==> src/rtl/mux8_rr_arbiter.sv <==
// mux8_rr_arbiter
//
// Eight requesters share one 8:1 WIDTH-bit select path. One requester is
// chosen per transfer and its word is captured into an output register that
// is handed to a single consumer with a valid/ready handshake.
//
// Build option:
//   MUX_ARB_FIXED_PRIO_EN  defined   -> lowest set req index always wins
//                          undefined -> round-robin from the last grant
//
// Ports:
//   clk        rising-edge clock
//   rst_n      synchronous active-low reset
//   req[7:0]   level request, bit i = requester i
//   in0..in7   data word of requester i, sampled only in its grant cycle
//   out_ready  consumer accepts out when high together with out_valid
//   out        registered selected word
//   out_valid  out holds a word not yet accepted
//   sel        index of the requester whose word is in out
//   gnt        one-hot pulse: requester i's word was captured this edge

module mux8_rr_arbiter #(
    parameter int WIDTH     = 16,
    parameter int ROT_RESET = 7
) (
    input  logic             clk,
    input  logic             rst_n,
    input  logic [7:0]       req,
    input  logic [WIDTH-1:0] in0,
    input  logic [WIDTH-1:0] in1,
    input  logic [WIDTH-1:0] in2,
    input  logic [WIDTH-1:0] in3,
    input  logic [WIDTH-1:0] in4,
    input  logic [WIDTH-1:0] in5,
    input  logic [WIDTH-1:0] in6,
    input  logic [WIDTH-1:0] in7,
    input  logic             out_ready,
    output logic [WIDTH-1:0] out,
    output logic             out_valid,
    output logic [2:0]       sel,
    output logic [7:0]       gnt
);

    // state | meaning
    // EMPTY | output register holds nothing for the consumer
    // FULL  | out/sel hold a captured word awaiting out_ready
    typedef enum logic {
        EMPTY = 1'b0,
        FULL  = 1'b1
    } state_t;

    state_t           state, state_nxt;
    logic [2:0]       ptr, ptr_nxt;
    logic [WIDTH-1:0] out_nxt;
    logic [2:0]       sel_nxt;
    logic [7:0]       gnt_nxt;

    logic [2:0]       winner;
    logic             found;
    logic [2:0]       idx;
    logic [WIDTH-1:0] win_word;
    logic             load;

    // Winner selection. Round-robin searches upward from ptr+1 and wraps; the
    // last candidate examined (ptr itself) lets a lone requester win again.
`ifdef MUX_ARB_FIXED_PRIO_EN
    always_comb begin
        winner = 3'd0;
        found  = 1'b0;
        idx    = 3'd0;
        for (int k = 0; k < 8; k++) begin
            idx = 3'(k);
            if (!found && req[idx]) begin
                winner = idx;
                found  = 1'b1;
            end
        end
    end
`else
    always_comb begin
        winner = 3'd0;
        found  = 1'b0;
        idx    = 3'd0;
        for (int k = 1; k <= 8; k++) begin
            idx = ptr + 3'(k);
            if (!found && req[idx]) begin
                winner = idx;
                found  = 1'b1;
            end
        end
    end
`endif

    always_comb begin
        case (winner)
            3'd0:    win_word = in0;
            3'd1:    win_word = in1;
            3'd2:    win_word = in2;
            3'd3:    win_word = in3;
            3'd4:    win_word = in4;
            3'd5:    win_word = in5;
            3'd6:    win_word = in6;
            3'd7:    win_word = in7;
            default: win_word = '0;
        endcase
    end

    // A new word may be captured whenever the register is empty or is being
    // drained this same cycle, which gives back-to-back transfers.
    assign load = (req != 8'd0) && ((state == EMPTY) || out_ready);

    always_comb begin
        state_nxt = state;
        out_nxt   = out;
        sel_nxt   = sel;
        ptr_nxt   = ptr;
        gnt_nxt   = 8'd0;
        if (load) begin
            state_nxt = FULL;
            out_nxt   = win_word;
            sel_nxt   = winner;
            ptr_nxt   = winner;
            gnt_nxt   = 8'd1 << winner;
        end else if ((state == FULL) && out_ready) begin
            state_nxt = EMPTY;
        end
    end

    always_ff @(posedge clk) begin
        if (!rst_n) begin
            state <= EMPTY;
            out   <= '0;
            sel   <= 3'd0;
            ptr   <= 3'(ROT_RESET);
            gnt   <= 8'd0;
        end else begin
            state <= state_nxt;
            out   <= out_nxt;
            sel   <= sel_nxt;
            ptr   <= ptr_nxt;
            gnt   <= gnt_nxt;
        end
    end

    assign out_valid = (state == FULL);

endmodule

==> config.mk <==
export PLATFORM = sky130hd
export DESIGN_NAME = mux8_rr_arbiter
export DESIGN_NICKNAME = d
export VERILOG_FILES = /design/src/rtl/mux8_rr_arbiter.sv
export SDC_FILE = /design/constraint.sdc
export NUM_CORES = 1
export LEC_CHECK = 0
export CELL_PAD_IN_SITES_DETAIL_PLACEMENT = 0
export CELL_PAD_IN_SITES_GLOBAL_PLACEMENT = 2
export CORE_UTILIZATION = 20
export CTS_CLUSTER_SIZE = 28
export DETAILED_ROUTE_END_ITERATION = 8
export PLACE_DENSITY = 0.9
export REMOVE_ABC_BUFFERS = 1
export SLEW_MARGIN = 30
export SYNTH_ARGS = -nofsm -noshare
export SYNTH_HDL_FRONTEND = slang
export SYNTH_SLANG_ARGS = --single-unit
==> constraint.sdc <==
create_clock -name clk -period 5.55 [get_ports clk]
set_input_delay 1.11 -clock clk [delete_from_list [all_inputs] [get_ports clk]]
set_output_delay 1.11 -clock clk [all_outputs]
set_load 0.01 [all_outputs]
Word level (Yosys, flattened, before mapping)
Cells that the tools add are included.

word-level totals
  register bits after elaboration = 31
  output and inout bits = 28
  word-level logic and storage cells = 84

cells by class
  add/sub/neg operators = 7
  $lt $le $gt $ge = 8
  equal/unequal tests = 7
  shift operators = 1
  mux-type cells = 34
  bitwise logic cells = 1
  reduce and logical (&&, ||, !) cells = 21

operators with widths
  kind                                                  number
  one-hot mux 16 bit (8 select lines)                   1
  < comparator 3 x 4 -> 1 bit (second input constant)   8
  binary-select mux 1 bit (select 3 bit)                8
  two-way mux 3 bit                                     8
  two-way mux 1 bit                                     17
  adder 3 bit (second input constant)                   4
  equality test 3 bit (second input constant)           4
  logical AND 1 bit                                     9
  nonzero test 8 bit                                    1
  << shifter 1 x 3 -> 8 bit (first input constant)      1
  logical NOT 1 bit                                     7
  adder 3 x 2 -> 3 bit (second input constant)          2
  equality test 3 x 2 -> 1 bit (second input constant)  2
  adder 3 x 1 -> 3 bit (second input constant)          1
  equality test 3 x 1 -> 1 bit (second input constant)  1
  logical NOT 3 bit                                     1
  AND reduction 2 bit                                   1
  nonzero test 2 bit                                    1
  logical OR 1 bit                                      1
  inverter 1 bit                                        1

Logic depth before layout (Yosys ltp)
Gate-level depths: netlist of run 1.

  depth after elaboration = 27
  gate-level depth with buffers = 17
  depth with buffers taken out = 12

Worst setup path after synthesis of run 1
OpenSTA, ideal clock, no wires.

  kind = flip-flop to flip-flop
  start point = register ptr[1]
  end point = register out[7]
  library setup time = 0.130 ns
  arrival = 4.211 ns
  slack = 1.209 ns
  stages on the path, launching flop included = 17
  buffers on the path = 5
  path through = dfxtp_1 -> buf_6 -> clkbuf_1 -> inv_1 -> ha_1 -> buf_4 -> mux2_2 -> mux4_2 -> or4b_4 -> or3_1 -> a21oi_2 -> buf_4 -> buf_8 -> mux2i_1 -> o22ai_1 -> a211oi_1 -> o31ai_2

on the way
  longest elaborated chain between the ends = 27
  elaborated cells between the ends (all ways) = 61
  classes of those cells = add/sub: 7; eq/ne: 7; mux: 32; reduce/logical: 15

RTL lines
  item                                         line  source
  from (decl)                                  53    logic [2:0] ptr, ptr_nxt;
  from (signal assigned)                       134   ptr <= 3'(ROT_RESET);
  from (signal assigned)                       140   ptr <= ptr_nxt;
  adder 3 x 1 -> 3 bit                         85    idx = ptr + 3'(k);
  binary-select mux 1 bit (select 3 bit)       86    if (!found && req[idx]) begin
  two-way mux 1 bit (not written as such)      86
  two-way mux 1 bit                            86
  logical NOT 1 bit                            86
  logical AND 1 bit                            86
  two-way mux 1 bit                            86
  logical NOT 1 bit                            86
  [... 11 more ...]                            n/a
  logical NOT 1 bit                            86
  logical AND 1 bit                            86
  two-way mux 1 bit                            86
  logical NOT 1 bit                            86
  logical AND 1 bit                            86
  two-way mux 3 bit *                          86
  equality test 3 bit (tied with other cells)  95    case (winner)
  one-hot mux 16 bit (8 select lines) *        95
  to (signal assigned)                         138   out <= out_nxt;
  to (decl)                                    38    output logic [WIDTH-1:0] out,

Every way passes the cells marked *; elsewhere a longest branch is shown, timed or not. The select of a mux whose other input is x is not followed.
A chain may end at the register's enable or synchronous reset.

Worst setup path after layout of run 1
  start point = input port req[7]
  end point = register out[5]

on the way
  longest elaborated chain between the ends = 26
  elaborated cells between the ends (all ways) = 56
  classes of those cells = eq/ne: 7; mux: 32; reduce/logical: 17

RTL lines
  item                                         line  source
  from (decl)                                  28    input logic [7:0] req,
  binary-select mux 1 bit (select 3 bit)       86
  two-way mux 1 bit (not written as such)      86
  two-way mux 1 bit                            86
  logical NOT 1 bit                            86
  logical AND 1 bit                            86
  two-way mux 1 bit                            86
  logical NOT 1 bit                            86
  logical AND 1 bit                            86
  [... 10 more ...]                            n/a
  logical NOT 1 bit                            86
  logical AND 1 bit                            86
  two-way mux 1 bit                            86
  logical NOT 1 bit                            86
  logical AND 1 bit                            86
  two-way mux 3 bit                            86
  equality test 3 bit (tied with other cells)  95
  one-hot mux 16 bit (8 select lines)          95

Several ways; a longest one is shown, not always the timed one. The select of a mux whose other input is x is not followed.

==> results.cfg, run 1 <==
[critical_path]
worst-path-max-fanout = 19
reg2regPathDepth = 11
worst_setup_path_start_kind = input pin
path_class = input pin to register
crit_arrival_ns = 4.95
crit_required_ns = 5.69
rrSetupSlack_ns = 0.82
setup.worst_path.end_class = register

[route]
drt-vias-per-instance = 4.92
ant_nets = 0
drc_errors = 0
dr.first_iter.drc_count = 124
drt-wirelength-per-cell_um = 16.6
drtPass1Iterations = 5
dr_total_vias = 3473
drt_wl_total_mm = 11.7

[floorplan]
die-area_sq_um = 15200
core-area_sq_um = 14100
core.rowCount = 43
io_pins = 167
initial_utilization = 0.208
die_height_um = 123
fp.dieW_um = 123

[cells_and_area]
fill_cells = 1465
utilization = 0.353
final_cell_mix = 166 x clkdlybuf4s50_1, 50 x nand2_1, 35 x nor2_1, 31 x dfxtp_1, 27 x mux2i_1
multi_input_area_sq_um = 2170
area_growth_pct = 69.4
antenna_cells = 0
ff_latch_area_sq_um = 621
layout_commonest_cell = clkdlybuf4s50_1
nets = 666
drive_above_1_share = 0.112

[global_routing]
grt_pass1_wl_mm = 17.7
antenna_found_initial = 0
grt_use_met2 = 0.289
grtUsageTotal = 0.151
grt_pass1_vias = 3555
met3_usage = 0.0374
grt_max_degree = 21
overflow = 0
busiest_layer = met2
use_met1 = 0.165

[power_and_ir_drop]
p_leak_nw = 1.90
p_comb_frac = 0.809
p_per_area_nw_per_um2 = 727
vdd.ir_drop.worst_mv = 0.279
swShare = 0.491
p_sw_w = 0.00177
power_w = 0.00361
internal-power_w = 0.00184
clkPwrFrac = 0.088
p_seq_frac = 0.104

[synthesis]
synth-simple-area-share = 0.211
synth_top_family_by_area = multiplexers
synth_enable_flop_cells = 0
ys_ff_latch = 31
synth_xor_xnor_area_share = 0.0119
synthDistinctLibCells = 49
synthArstFlopShare = 0
synthCells = 363
synth-adder-area-share = 0.00853
synth_ff_type = dfxtp_1
yosysSeqAreaShare = 0.211
postSynthAreaPerCell_sq_um = 8.09
synth_compound_area_frac = 0.234
synth_area_sq_um = 2940
synth_warnings = 0
synth.area.mux_share = 0.269

[clocking]
cts_buffers = 5
clkTransAtPathRegs_ns = 0.05
clk_latency_ns = 0.27
cts_setup_buffers = 0
cts_tree = yes
cts_max_level = 2
cts_sinks = 31
ctsRootBufferMaster = clkbuf_16
cts_resized = 0
cts_hold_buf = 0
cts_buffer_depth = 2

[timing]
finalHoldViolCount = 0
post-route-period-util = 0.867
fin_worst_skew_ns = 0.00448
rsz0062_at_grt = false
max_freq_ghz = 0.208
setup_viol = 0
worst_pin_slew_ns = 0.833
finalCriticalPeriod_ns = 4.81
final.setup.worst_slack_ns = 0.739
max_slew_margin = 0.443
drv_slew = 0

[outcome]
status = complete, no violations

[placement]
portBuffers = 166
pre_cts_slack_ns = 0.448
post-dp-hpwl_mm = 9.66
gp_congestion = 0.851

[min_path]
whs_path_depth = 2
holdCritPathClass = register to register

[job]
maxCapViolCount = 0
[through the flow]
| step | hold WS [ns] | instance area [sq um] | TNS, ns | instances |
|---|---|---|---|---|
| after floorplan | 0.473 | 2810 | -6.62 | 341 |
| after global placement | 0.436 | 4800 | 0 | 698 |
| after detailed placement | 0.444 | 4800 | 0 | 698 |
| after global routing | 0.484 | 4970 | 0 | 706 |
| after CTS | 0.458 | 4970 | 0 | 706 |
| final | 0.457 | 4970 | 0 | 706 |
[layer usage]
metal	wire, um	vias to the layer above
li1	-	1698
met1	4440	1631
met2	6410	130
met3	727	14
met4	151	0
met5	0	-
[final cells by class]
| class | count | share of cell area |
|---|---|---|
| multi-input combinational | 301 | 0.437 |
| timing repair buffer | 177 | 0.351 |
| sequential | 31 | 0.125 |
| tap | 180 | 0.0453 |
| clock buffer | 6 | 0.0279 |
| clock inverter | 2 | 0.00705 |
| inverter | 9 | 0.00679 |
[flip-flops by register name (all words and copies together) (netlist names)]
name	flops
gnt	8
out	16
out_valid	1
ptr	3
sel	3
[cell usage after synthesis (3+ instances only)]
master	n	area share
nor2_1	35	0.045
a211oi_1	14	0.036
a221oi_1	3	0.0090
buf_2	7	0.012
a22o_1	6	0.018
nand2_1	50	0.064
o21ai_0	13	0.022
nor2b_1	6	0.013
and2_1	4	0.0085
o31ai_1	5	0.013
o221ai_1	8	0.024
nand3_1	3	0.0051
nor4_1	4	0.0085
mux2i_1	27	0.092
nand2b_1	4	0.0085
nor3_1	17	0.029
o22ai_1	14	0.030
clkbuf_1	9	0.012
mux4_2	15	0.12
mux2_2	16	0.061
xnor2_1	3	0.0090
or3_1	6	0.013
a21oi_1	23	0.039
dfxtp_1	31	0.21
inv_1	8	0.010
[power groups by stage]
stage	Clock [W]	Combinational, W	Sequential [W]
floorplan	0	0.00191	0.000428
global placement	0	0.00291	0.000378
detailed placement	0	0.00292	0.000378
CTS	0.000324	0.00293	0.000377
global route	0.000334	0.00319	0.000388
finish	0.000317	0.00292	0.000374
[final timing paths]
check,from,endpoint
worst max register to register,ptr[0],out[5]
worst min register to register,out[1],out[1]
worst min-delay path,out[1],out[1]
worst max-delay path,req[7],out[5]
[logic make-up after synthesis]
| group | after synthesis |
|---|---|
| simple gates | 135 |
| flops | 31 |
| compound gates | 102 |
| buf+inv | 31 |
| fa+ha+maj | 2 |
| xor+xnor | 4 |
| mux | 58 |
[critical path, cell delays in order]
cell and delay, ns:
clkdlybuf4s50_1 0.56, mux4_2 0.51, mux2_2 0.30, nor2b_1 0.19, or4b_4 0.53, or3_1 0.45
a21oi_4 0.18, buf_4 0.31, mux2_2 0.38, a211oi_1 0.31, o31ai_1 0.11
Note: power is estimated with default switching activity, not from simulation.
==> run 2, diff against run 1 <==
SETUP_SLACK_MARGIN = 0.15   (was not set)
==> results of run 2 <==
Final layout, timing and power as in run 1 (identical DEF).
